`src/rtl/ball_motion_3d.sv`:
```
// ball_motion_3d: pseudo-3D pong ball. It moves in X/Y on screen and in Z
// between a near paddle plane and a far wall. It serves, flies, scores paddle
// hits, counts misses down from the initial lives and freezes at game over.
// All state advances only on frame ticks taken from the frame_clk level.
module ball_motion_3d #(
    parameter int X_MAX        = 639,
    parameter int Y_MAX        = 479,
    parameter int Z_MAX        = 255,
    parameter int X_STEP       = 2,
    parameter int Y_STEP       = 1,
    parameter int Z_STEP       = 3,
    parameter int PADDLE_W     = 200,
    parameter int PADDLE_H     = 150,
    parameter int SERVE_FRAMES = 60,
    parameter int LIVES        = 3
) (
    input  logic       Clk,
    input  logic       Reset,
    input  logic       frame_clk,
    input  logic [9:0] paddleX,
    input  logic [9:0] paddleY,
    output logic [9:0] BallX,
    output logic [9:0] BallY,
    output logic [9:0] Ball_size,
    output logic       hit,
    output logic       miss,
    output logic [1:0] lives,
    output logic [7:0] score,
    output logic       game_over
);

    localparam int          CNT_W   = (SERVE_FRAMES > 1) ? $clog2(SERVE_FRAMES) : 1;
    localparam logic [9:0]  X_SERVE = 10'd320;
    localparam logic [9:0]  Y_SERVE = 10'd240;
    localparam logic [7:0]  Z_SERVE = 8'(Z_MAX >> 1);
    localparam logic [7:0]  Z_TOP   = 8'(Z_MAX);
    localparam logic [7:0]  Z_STEP8 = 8'(Z_STEP);
    localparam logic [8:0]  Z_STEP9 = 9'(Z_STEP);
    localparam logic [8:0]  Z_MAX9  = 9'(Z_MAX);
    localparam logic [10:0] X_LIM   = 11'(X_MAX);
    localparam logic [10:0] Y_LIM   = 11'(Y_MAX);
    localparam logic [10:0] X_STP   = 11'(X_STEP);
    localparam logic [10:0] Y_STP   = 11'(Y_STEP);

    typedef enum logic [1:0] {S_SERVE, S_FLY, S_MISS, S_OVER} state_t;

    state_t           state, state_n;
    logic [CNT_W-1:0] cnt, cnt_n;
    logic [9:0]       x, y, x_n, y_n;
    logic [7:0]       z, z_n;
    logic             dx, dy, dz, dx_n, dy_n, dz_n;
    logic             hit_n, miss_n;
    logic [1:0]       lives_n;
    logic [7:0]       score_n;
    logic             fc_p0, fc_p1, fc_p2;
    logic             fc_warm, fc_armed;
    logic             tick;
    logic             in_x, in_y;

    // Hit counter that sticks at its maximum instead of wrapping.
    function automatic logic [7:0] sat_inc8(input logic [7:0] v);
        return (v == 8'hFF) ? v : v + 8'd1;
    endfunction

    // One axis of wall bouncing: returns {new_dir, new_pos}. A bounce flips
    // the direction and holds the position for that frame.
    function automatic logic [10:0] axis_step(input logic [9:0]  pos,
                                              input logic        dir,
                                              input logic [9:0]  size,
                                              input logic [10:0] step,
                                              input logic [10:0] lim);
        logic [10:0] p11;
        logic [10:0] s11;
        p11 = {1'b0, pos};
        s11 = {1'b0, size};
        if (dir) begin
            if (p11 + s11 + step > lim) return {1'b0, pos};
            else                        return {1'b1, pos + step[9:0]};
        end else begin
            if (p11 < s11 + step)       return {1'b1, pos};
            else                        return {1'b0, pos - step[9:0]};
        end
    endfunction

    // A frame_clk level that is already high when reset releases is not an
    // edge: ticks are armed only once the synchronised level has been seen low.
    assign tick      = fc_p1 & ~fc_p2 & fc_armed;
    assign Ball_size = 10'd4 + ((10'(Z_MAX) - {2'b0, z}) >> 3);
    assign in_x      = ({1'b0, x} >= {1'b0, paddleX}) &&
                       ({1'b0, x} <  {1'b0, paddleX} + 11'(PADDLE_W));
    assign in_y      = ({1'b0, y} >= {1'b0, paddleY}) &&
                       ({1'b0, y} <  {1'b0, paddleY} + 11'(PADDLE_H));
    assign BallX     = x;
    assign BallY     = y;
    assign game_over = (state == S_OVER);

    // Synchronise frame_clk and keep the previous level for edge detection.
    always_ff @(posedge Clk) begin
        if (Reset) begin
            fc_p0    <= 1'b0;
            fc_p1    <= 1'b0;
            fc_p2    <= 1'b0;
            fc_warm  <= 1'b0;
            fc_armed <= 1'b0;
        end else begin
            fc_p0    <= frame_clk;
            fc_p1    <= fc_p0;
            fc_p2    <= fc_p1;
            fc_warm  <= 1'b1;
            fc_armed <= fc_armed | (fc_warm & ~fc_p0);
        end
    end

    // Next-state and next-ball computation; nothing moves outside a tick.
    always_comb begin
        state_n = state;
        cnt_n   = cnt;
        x_n     = x;
        y_n     = y;
        z_n     = z;
        dx_n    = dx;
        dy_n    = dy;
        dz_n    = dz;
        hit_n   = hit;
        miss_n  = miss;
        lives_n = lives;
        score_n = score;
        if (tick) begin
            hit_n  = 1'b0;
            miss_n = 1'b0;
            case (state)
                S_SERVE: begin
                    x_n  = X_SERVE;
                    y_n  = Y_SERVE;
                    z_n  = Z_SERVE;
                    dx_n = 1'b1;
                    dy_n = 1'b1;
                    dz_n = 1'b0;
                    if (cnt == CNT_W'(SERVE_FRAMES - 1)) begin
                        state_n = S_FLY;
                        cnt_n   = '0;
                    end else begin
                        cnt_n = cnt + CNT_W'(1);
                    end
                end
                S_FLY: begin
                    {dx_n, x_n} = axis_step(x, dx, Ball_size, X_STP, X_LIM);
                    {dy_n, y_n} = axis_step(y, dy, Ball_size, Y_STP, Y_LIM);
                    if (dz && ({1'b0, z} + Z_STEP9 >= Z_MAX9)) begin
                        z_n  = Z_TOP;
                        dz_n = 1'b0;
                    end else if (!dz && ({1'b0, z} <= Z_STEP9)) begin
                        z_n = 8'd0;
                        if (in_x && in_y) begin
                            dz_n    = 1'b1;
                            hit_n   = 1'b1;
                            score_n = sat_inc8(score);
                        end else begin
                            miss_n  = 1'b1;
                            lives_n = lives - 2'd1;
                            state_n = (lives > 2'd1) ? S_MISS : S_OVER;
                        end
                    end else if (dz) begin
                        z_n = z + Z_STEP8;
                    end else begin
                        z_n = z - Z_STEP8;
                    end
                end
                S_MISS: begin
                    state_n = S_SERVE;
                    cnt_n   = '0;
                    x_n     = X_SERVE;
                    y_n     = Y_SERVE;
                    z_n     = Z_SERVE;
                    dx_n    = 1'b1;
                    dy_n    = 1'b1;
                    dz_n    = 1'b0;
                end
                S_OVER: begin
                end
            endcase
        end
    end

    // Game state register.
    always_ff @(posedge Clk) begin
        if (Reset) begin
            state <= S_SERVE;
            cnt   <= '0;
            x     <= X_SERVE;
            y     <= Y_SERVE;
            z     <= Z_SERVE;
            dx    <= 1'b1;
            dy    <= 1'b1;
            dz    <= 1'b0;
            hit   <= 1'b0;
            miss  <= 1'b0;
            lives <= 2'(LIVES);
            score <= 8'd0;
        end else begin
            state <= state_n;
            cnt   <= cnt_n;
            x     <= x_n;
            y     <= y_n;
            z     <= z_n;
            dx    <= dx_n;
            dy    <= dy_n;
            dz    <= dz_n;
            hit   <= hit_n;
            miss  <= miss_n;
            lives <= lives_n;
            score <= score_n;
        end
    end

endmodule

```
`config.mk`:
```
export PLATFORM = sky130hd
export DESIGN_NAME = ball_motion_3d
export DESIGN_NICKNAME = d
export VERILOG_FILES = /design/src/rtl/ball_motion_3d.sv
export SDC_FILE = /design/constraint.sdc
export NUM_CORES = 1
export LEC_CHECK = 0
export CELL_PAD_IN_SITES_DETAIL_PLACEMENT = 0
export CELL_PAD_IN_SITES_GLOBAL_PLACEMENT = 1
export CORE_MARGIN = 2
export CORE_UTILIZATION = 46
export DETAILED_ROUTE_END_ITERATION = 10
export PLACE_DENSITY = 0.95
export REMOVE_ABC_BUFFERS = 1
export SLEW_MARGIN = 20
export SYNTH_ARGS = -nofsm -noshare
export SYNTH_HDL_FRONTEND = slang
export SYNTH_SLANG_ARGS = --single-unit
export TNS_END_PERCENT = 5
```
`constraint.sdc`:
```
create_clock -name Clk -period 6.1 [get_ports Clk]
set_input_delay 0.61 -clock Clk [delete_from_list [all_inputs] [get_ports Clk]]
set_output_delay 0.61 -clock Clk [all_outputs]
set_load 0.05 [all_outputs]
```
==> flow_summary.toml, run 1 <==
[timing]
max_freq_mhz = 219
fin_worst_skew_ps = 3.68
finalCriticalPeriod_ps = 4570
worst_pin_slew_ps = 1130
max_slew_margin_pct = 24.6
hold_violations = 0
layout_worst_path_cycle_share_pct = 75.0
fin_ws_ps = 1530
rsz0062_at_grt = "no"
hold_ws_ps = 441
slew_viol_final = 0
setup-violations-final = 0
tns_ps = 0

[finish]
area_growth_pct = 14.2
fillers = 1117
final_util_pct = 53.2
drive_above_1_share_pct = 3.35
final_common_cell = "ha_1"
nNetsFinal = 853
diodes = 0
multi_input_area_um2 = 4100
final_cell_mix = "ha_1 (82), nand2_1 (62), nor2_1 (61)"
regArea_um2 = 1100

[worst_setup_path]
crit_type = "reg2reg"
setup.worst_path.start_class = "register"
crit_fanout = 14
worst_setup_path_end_kind = "register"
cp.required_ps = 6300
cp.arrival_ps = 4770

[cts]
htree_levels = 2
clock-root-buffer = "clkbuf_16"
cts_sinks = 55
cts_resized = 0
clk_pin_slew_worst_paths_ps = 80
cts_setup_buffers = 0
clk_latency_ps = 300
cts_hold_buf = 0
cts_tree = "built"
cts_buffers = 5
clk_path_buf_depth = 2

[grt]
grt_max_degree = 38
grt_pass1_wl_um = 24300
grt_overflow_total = 0
grt_use_total_pct = 22.7
antenna_found_initial = 0
grt_pass1_vias = 5048

[detailed_routing]
ant_nets = 0
wl_per_cell_um = 16.4
drc = 0
dr.pass1.iters = 7
vias = 5374
initialDrtViolationCount = 294
viasPerCell = 6.01
routed_wl_um = 14600

[yosys]
synth-seq-cells = 55
async_reset_ff_share_pct = 0
synth_edf_count = 0
synthDistinctLibCells = 77
yosysTopAreaCell = "dfxtp_1"
synthTopCellsByArea = "dfxtp_1 (20%), ha_1 (19%), xnor2_1 (4.6%)"
yosysWarnings = 0
syn-cell-area_um2 = 5530
synth-seq-area-share_pct = 19.9
ys.flop_type = "dfxtp_1"
syn-instance-count = 709
synth_top_area_share_pct = 19.9
synth.avg_cell_area_um2 = 7.80

[floorplanning]
design.portCount = 66
start_util_pct = 46.6
die_area_um2 = 12900
die_h_um = 114
core_um2 = 11900
placementRows = 40
fp.dieW_um = 114

[placement]
place_ws_ps = 1570
place.gp.congestion = 0.864
dp_hpwl_um = 10700
numPortBuffers = 60

[job]
max_cap_violations = 0

[status]
outcome = "complete, no violations"

[pwr]
fin_total_pwr_uw = 759
switching_share_pct = 26.8
power_leakage_uw = 0.00262
pwr-share-comb_pct = 11.7
switchingPower_uw = 204
p_seq_share_pct = 47.6
p_int_uw = 556
pwr-share-clk_pct = 40.7
p_per_area_nw_per_um2 = 120
peakVddDrop_mv = 0.0940

[min_path]
hold_path_class = "reg2reg"
==> registers in the layout, summed over array words and instances, names as in the netlist <==
| register | flops |
|---|---|
| BallX | 9 |
| BallY | 10 |
| cnt | 6 |
| dx | 1 |
| dy | 1 |
| dz | 1 |
| fc_armed | 1 |
| fc_p0 | 1 |
| fc_p1 | 1 |
| fc_p2 | 1 |
| fc_warm | 1 |
| hit | 1 |
| lives | 2 |
| miss | 1 |
| score | 8 |
| state | 2 |
| z | 8 |
==> worst paths after layout <==
kind	to	start	cells after the start	slack, ps
max	BallX[3]	z[5]	13	1530
min	fc_p1	fc_p0	2	440
max reg2reg	BallX[3]	z[5]	13	1530
min reg2reg	fc_p1	fc_p0	2	440
==> metal layers <==
layer / vias to the layer above / wire length [um] / track usage (%)
li1: 2661 / - / -
met1: 2532 / 6580 / 30.9
met2: 168 / 7070 / 38.5
met3: 13 / 834 / 2.55
met4: 0 / 157 / 5.28
met5: - / 0 / 0
==> logic make-up after synthesis <==
family | after synthesis | synth area share [%]
XOR/XNOR | 42 | 6.65
other | 1 | 0.0678
flip-flops | 55 | 19.9
buffers and inverters | 82 | 6.29
AO/OA/AOI/OAI | 185 | 23.4
AND/OR/NAND/NOR | 251 | 22.7
adder cells (fa/ha/maj) | 85 | 19.5
multiplexers | 8 | 1.54
==> metrics by stage <==
stage          area (um^2)  cells
5_1_grt               6320    894
3_3_place_gp          6170    886
4_1_cts               6320    894
2_1_floorplan         5370    678
6_report              6320    894
3_5_place_dp          6170    886
==> power by group through the flow <==
| stage | sequential [uW] | combinational [uW] | clock, uW |
|---|---|---|---|
| 3_3_place_gp | 370 | 85.1 | 0 |
| 3_5_place_dp | 370 | 88.3 | 0 |
| 2_1_floorplan | 370 | 54.5 | 0 |
| 5_1_grt | 362 | 101 | 328 |
| 4_1_cts | 361 | 88.9 | 312 |
| 6_report | 361 | 88.8 | 309 |
==> cells in the mapped netlist, types with 4 or more instances <==
library cell / number
a211oi_1: 5
a21o_1: 8
a21oi_1: 36
a221o_1: 7
a22oi_1: 5
a31oi_1: 9
a32o_1: 5
and2_1: 7
and3_1: 7
buf_2: 5
buf_4: 7
clkbuf_1: 21
dfxtp_1: 55
ha_1: 82
inv_1: 44
mux2_1: 4
mux2i_1: 4
nand2_1: 62
nand2b_1: 6
nand3_1: 31
nand4_1: 6
nor2_1: 61
nor2b_1: 14
nor3_1: 19
nor4_1: 7
o2111ai_1: 7
o211ai_1: 10
o21a_1: 6
o21ai_0: 30
o21ai_1: 8
o221ai_1: 6
o22ai_1: 7
o31ai_1: 4
or3_1: 9
xnor2_1: 29
xor2_1: 13
==> area by class of cell <==
cell class | count | share of cell area, %
repair buffers | 61 | 9.63
well taps | 147 | 2.91
flip-flops and latches | 55 | 17.4
clock buffers | 5 | 1.98
clock inverters | 3 | 0.396
inverters | 46 | 2.73
multi-input cells | 577 | 64.9
==> critical path: stages (launching register included) <==
cell	delay, ps
dfxtp_1	740
inv_1	230
ha_1	290
xnor2_1	510
ha_1	350
ha_1	320
a21o_1	170
a2111oi_1	400
o211ai_1	170
mux2i_1	240
nand2_1	250
a31oi_1	380
nor2_1	180
a32o_1	250
Note: power is estimated with default switching activity, not from simulation.
==> run 2, diff against run 1 <==
--- a/config.mk
+++ b/config.mk
@@ -8,9 +8,9 @@
 export CELL_PAD_IN_SITES_DETAIL_PLACEMENT = 0
 export CELL_PAD_IN_SITES_GLOBAL_PLACEMENT = 1
 export CORE_MARGIN = 2
-export CORE_UTILIZATION = 46
+export CORE_UTILIZATION = 38
 export DETAILED_ROUTE_END_ITERATION = 10
-export PLACE_DENSITY = 0.95
+export PLACE_DENSITY = 0.85
 export REMOVE_ABC_BUFFERS = 1
 export SLEW_MARGIN = 20
 export SYNTH_ARGS = -nofsm -noshare
==> constraint.sdc (replaced) <==
create_clock -name Clk -period 4.1 [get_ports Clk]
set_input_delay 0.41 -clock Clk [delete_from_list [all_inputs] [get_ports Clk]]
set_output_delay 0.41 -clock Clk [all_outputs]
set_load 0.05 [all_outputs]
==> run 2 against run 1 <==
Sequential share of layout area decreased by 0.45 points. Sequential power is 49% higher. Cell count rose by 5.9%. Fmax up 27%. First-iteration DRC count grew 21%. Via count rose by 0.33%. Global-route usage fell by 3.5 points. Combinational power increased by 51%. Critical endpoint unchanged. Largest power group unchanged.
==> flow_summary.toml, run 2 (synthesis results as in run 1) <==
[status]
outcome = "complete, no violations"

[timing]
hold_violations = 0
hold_ws_ps = 446
layout_worst_path_cycle_share_pct = 87.9
fin_worst_skew_ps = 8.77
setup-violations-final = 0
finalCriticalPeriod_ps = 3600
max_slew_margin_pct = 44.0
worst_pin_slew_ps = 836
max_freq_mhz = 278
slew_viol_final = 0
rsz0062_at_grt = "no"

[grt]
grt_max_degree = 37
grt_pass1_vias = 5231
globalRouteMet3Util_pct = 2.02
grt_use_total_pct = 19.1
use_met1_pct = 25.3
grt_pass1_wl_um = 25100
use_met2_pct = 32.4
grt_overflow_total = 0
antenna_found_initial = 0
grt.busiest_layer = "met2"

[worst_setup_path]
cp.arrival_ps = 3810
worst_setup_path_end_kind = "register"
setup.worst_path.start_class = "register"
crit_fanout = 5
crit_type = "reg2reg"
cp.required_ps = 4310

[finish]
drive_above_1_share_pct = 5.37
final_cells = 947
fillers = 1409
final_cell_mix = "ha_1 (82), nand2_1 (62), nor2_1 (61)"
largest_register_ffs = 10
area_growth_pct = 17.3
diodes = 0
final_common_cell = "ha_1"
nNetsFinal = 869

[detailed_routing]
drc = 0
vias = 5392
initialDrtViolationCount = 356
wl_per_cell_um = 16.0
ant_nets = 0
viasPerCell = 5.69
routed_wl_um = 15100
dr.pass1.iters = 7

[cts]
cts_resized = 0
htree_levels = 2
clock-root-buffer = "clkbuf_16"
cts_hold_buf = 0
cts_setup_buffers = 0
cts_sinks = 55
clk_pin_slew_worst_paths_ps = 80
cts_buffers = 5
clk_latency_ps = 310
clk_path_buf_depth = 2
cts_tree = "built"

[floorplanning]
core_um2 = 14400
die_area_um2 = 15500
placementRows = 44
fp.dieW_um = 125
die_h_um = 125
design.portCount = 66
start_util_pct = 38.5

[pwr]
p_per_area_nw_per_um2 = 175
peakVddDrop_mv = 0.157
power_leakage_uw = 0.00270

[placement]
dp_hpwl_um = 11200
numPortBuffers = 60
dp_cells = 939
place.gp.congestion = 0.866

[job]
max_cap_violations = 0

[min_path]
hold_path_class = "reg2reg"
-- run 2: area by class of cell --
type	count	area, um^2	share of cell area [%]
flip-flops and latches	55	1100	17.0
well taps	184	230	3.55
clock inverters	3	27.5	0.424
repair buffers	77	728	11.2
clock buffers	5	125	1.93
inverters	46	173	2.66
multi-input cells	577	4100	63.2
-- run 2: critical path, stage by stage (launching register included) --
cell and delay [ps]:
dfxtp_1 330, inv_1 100, ha_1 250, xnor2_1 240, ha_1 280, ha_1 320
a21o_1 170, a2111oi_1 380, o211ai_1 160, mux2i_1 270, nand2_1 150, a31oi_1 400
nor2_1 200, a32o_1 260
-- run 2: path summary, 6_finish.rpt --
check / slack (ps) / cells after the start / start / to
max: 500 / 13 / z[5] / BallX[3]
min: 450 / 2 / fc_p0 / fc_p1
max reg2reg: 500 / 13 / z[5] / BallX[3]
min reg2reg: 450 / 2 / fc_p0 / fc_p1
-- run 2: per-stage QoR --
step	TNS, ps	instance area (um^2)	utilization [%]	setup WS [ps]	total power (uW)
finish	0	6480	45.1	498	1130
global route	0	6480	45.1	196	1180
CTS	0	6480	45.1	496	1150
detailed placement	0	6330	44.1	255	683
global placement	0	6330	44.1	331	679
floorplan	-12860	5370	-	-951	631
-- run 2: metal layers --
| metal | vias up | share of wire, % |
|---|---|---|
| met4 | 0 | 2.4 |
| met5 | - | 0 |
| met3 | 21 | 4.2 |
| met2 | 146 | 47 |
| met1 | 2530 | 47 |
| li1 | 2695 | - |
-- run 2: power by group --
part | switching, uW | internal [uW] | leakage, uW
clock | 229 | 233 | 0.0000719
combinational | 74.9 | 58.8 | 0.00219
sequential | 1.08 | 536 | 0.000445
total | 305 | 828 | 0.00270
==> run 3, diff against run 2 <==
--- a/config.mk
+++ b/config.mk
@@ -5,12 +5,14 @@
 export SDC_FILE = /design/constraint.sdc
 export NUM_CORES = 1
 export LEC_CHECK = 0
+export CAP_MARGIN = 5
 export CELL_PAD_IN_SITES_DETAIL_PLACEMENT = 0
 export CELL_PAD_IN_SITES_GLOBAL_PLACEMENT = 1
 export CORE_MARGIN = 2
-export CORE_UTILIZATION = 38
+export CORE_UTILIZATION = 39
+export CTS_BUF_LIST = sky130_fd_sc_hd__clkbuf_2 sky130_fd_sc_hd__clkbuf_4 sky130_fd_sc_hd__clkbuf_8
 export DETAILED_ROUTE_END_ITERATION = 10
-export PLACE_DENSITY = 0.85
+export PLACE_DENSITY = 0.87
 export REMOVE_ABC_BUFFERS = 1
 export SLEW_MARGIN = 20
 export SYNTH_ARGS = -nofsm -noshare
==> run 3 against run 2 <==
Combinational power barely moved. Worst hold slack better by 8.6 ps. Critical path depth rose by 1. Highest routed layer unchanged.
==> flow_summary.toml, run 3 (synthesis results as in run 1) <==
[status]
outcome = "complete, no violations"

[cts]
cts_setup_buffers = 0
htree_levels = 2
cts_buffers = 5
clock-root-buffer = "clkbuf_8"
clk_latency_ps = 330
clk_pin_slew_worst_paths_ps = 110
clk_path_buf_depth = 2
cts_hold_buf = 0
cts_tree = "built"
cts_resized = 0
cts_sinks = 55

[worst_setup_path]
crit_chain = "clkdlybuf4s50_1, inv_1, ha_1, o21a_1, xnor2_1, ha_1, nand2_1, nor2_1, a2111oi_0, a21oi_1, o221a_2, nor4_1, nand3_1, mux2_1"
cp.required_ps = 4320
cp.arrival_ps = 3760
max_stage_delay_ps = 510
setup.worst_path.start_class = "input port"
worst_setup_path_end_kind = "register"
crit_type = "in2reg"
crit_fanout = 6
crit_top_cell = "ha_1"
cpMaxStageDelayCell = "clkdlybuf4s50_1"

[placement]
dp_cells = 938
dp_hpwl_um = 11300
numPortBuffers = 60
postPlaceCellArea_um2 = 6350
place_ws_ps = 227
place.gp.congestion = 0.911

[finish]
nNetsFinal = 872
largest_register_ffs = 10
drive_above_1_share_pct = 5.74
diodes = 0
stdcell_area_um2 = 6450
area_growth_pct = 16.6
final_cell_mix = "ha_1 (82), nand2_1 (62), nor2_1 (61)"
final_cells = 946
final_common_cell = "ha_1"

[pwr]
power_leakage_uw = 0.00269
p_int_uw = 723
pwr-share-clk_pct = 33.7
fin_total_pwr_uw = 1010
p_per_area_nw_per_um2 = 157
switchingPower_uw = 289
p_seq_share_pct = 53.1
pwr-share-comb_pct = 13.2
peakVddDrop_mv = 0.115
switching_share_pct = 28.6

[grt]
grt_pass1_vias = 5269
grt_overflow_total = 0
grt_max_degree = 20
grt_pass1_wl_um = 25100
antenna_found_initial = 0
grt_use_total_pct = 20.3

[min_path]
hold_path_class = "reg2reg"

[floorplanning]
die_h_um = 123
start_util_pct = 39.8
placementRows = 43
design.portCount = 66
fp.dieW_um = 123
die_area_um2 = 15100
core_um2 = 13900

[timing]
rsz0062_at_grt = "no"
max_freq_mhz = 283
finalCriticalPeriod_ps = 3540
worst_pin_slew_ps = 727
hold_violations = 0
fin_ws_ps = 560
slew_viol_final = 0
hold_ws_ps = 455
setup-violations-final = 0
fin_worst_skew_ps = 11.4
max_slew_margin_pct = 50.3
layout_worst_path_cycle_share_pct = 86.3

[detailed_routing]
initialDrtViolationCount = 319
dr.pass1.iters = 5
ant_nets = 0
routed_wl_um = 15100
vias = 5455
drc = 0
viasPerCell = 5.77
wl_per_cell_um = 16.0

[job]
max_cap_violations = 0
## run 3: cell count changes in the layout (fill, tap and decap cells not counted), sizes merged
cell	previous run	this run
inv	45	46
buf	17	20
clkinv	3	2
## run 3: worst max-delay path: cells and delay by family
family	cells	cell delay, ps
AOI/OAI and AO/OA	4	1080
muxes	1	320
and+or+nand+nor	4	730
adders and majority gates	2	500
buffers and inverters	2	590
xor gates and xnor gates	1	130
## run 3: worst paths after layout
path              start       end  slack (ps)  cells after the start
min               fc_p0     fc_p1         450                      2
max          paddleY[1]  score[6]         560                     14
max reg2reg    BallY[0]  BallY[6]         580                     11
min reg2reg       fc_p0     fc_p1         450                      2
## run 3: area by class of cell
type                    instances  area, um^2
clock inverters                 3        27.5
inverters                      46         173
repair buffers                 80         751
multi-input cells             577        4100
well taps                     180         225
flip-flops and latches         55        1100
clock buffers                   5        68.8
fillers                      1348        7430
## run 3: power groups by stage
stage | clock (uW) | sequential, uW | combinational [uW]
6_report | 341 | 538 | 133
5_1_grt | 367 | 538 | 151
4_1_cts | 349 | 538 | 134
3_5_place_dp | 0 | 550 | 133
3_3_place_gp | 0 | 550 | 130
2_1_floorplan | 0 | 550 | 81.1
## run 3: metrics by stage
step	setup TNS, ps	utilization, %
floorplan	-12860	-
global placement	0	45.7
detailed placement	0	45.7
CTS	0	46.4
global route	0	46.4
finish	0	46.4
## run 3: metal layers
metal | routed length [um] | track usage, %
met1 | 6770 | 26.5
met2 | 7370 | 35.0
met3 | 776 | 2.72
met4 | 208 | 5.68
met5 | 0 | 0
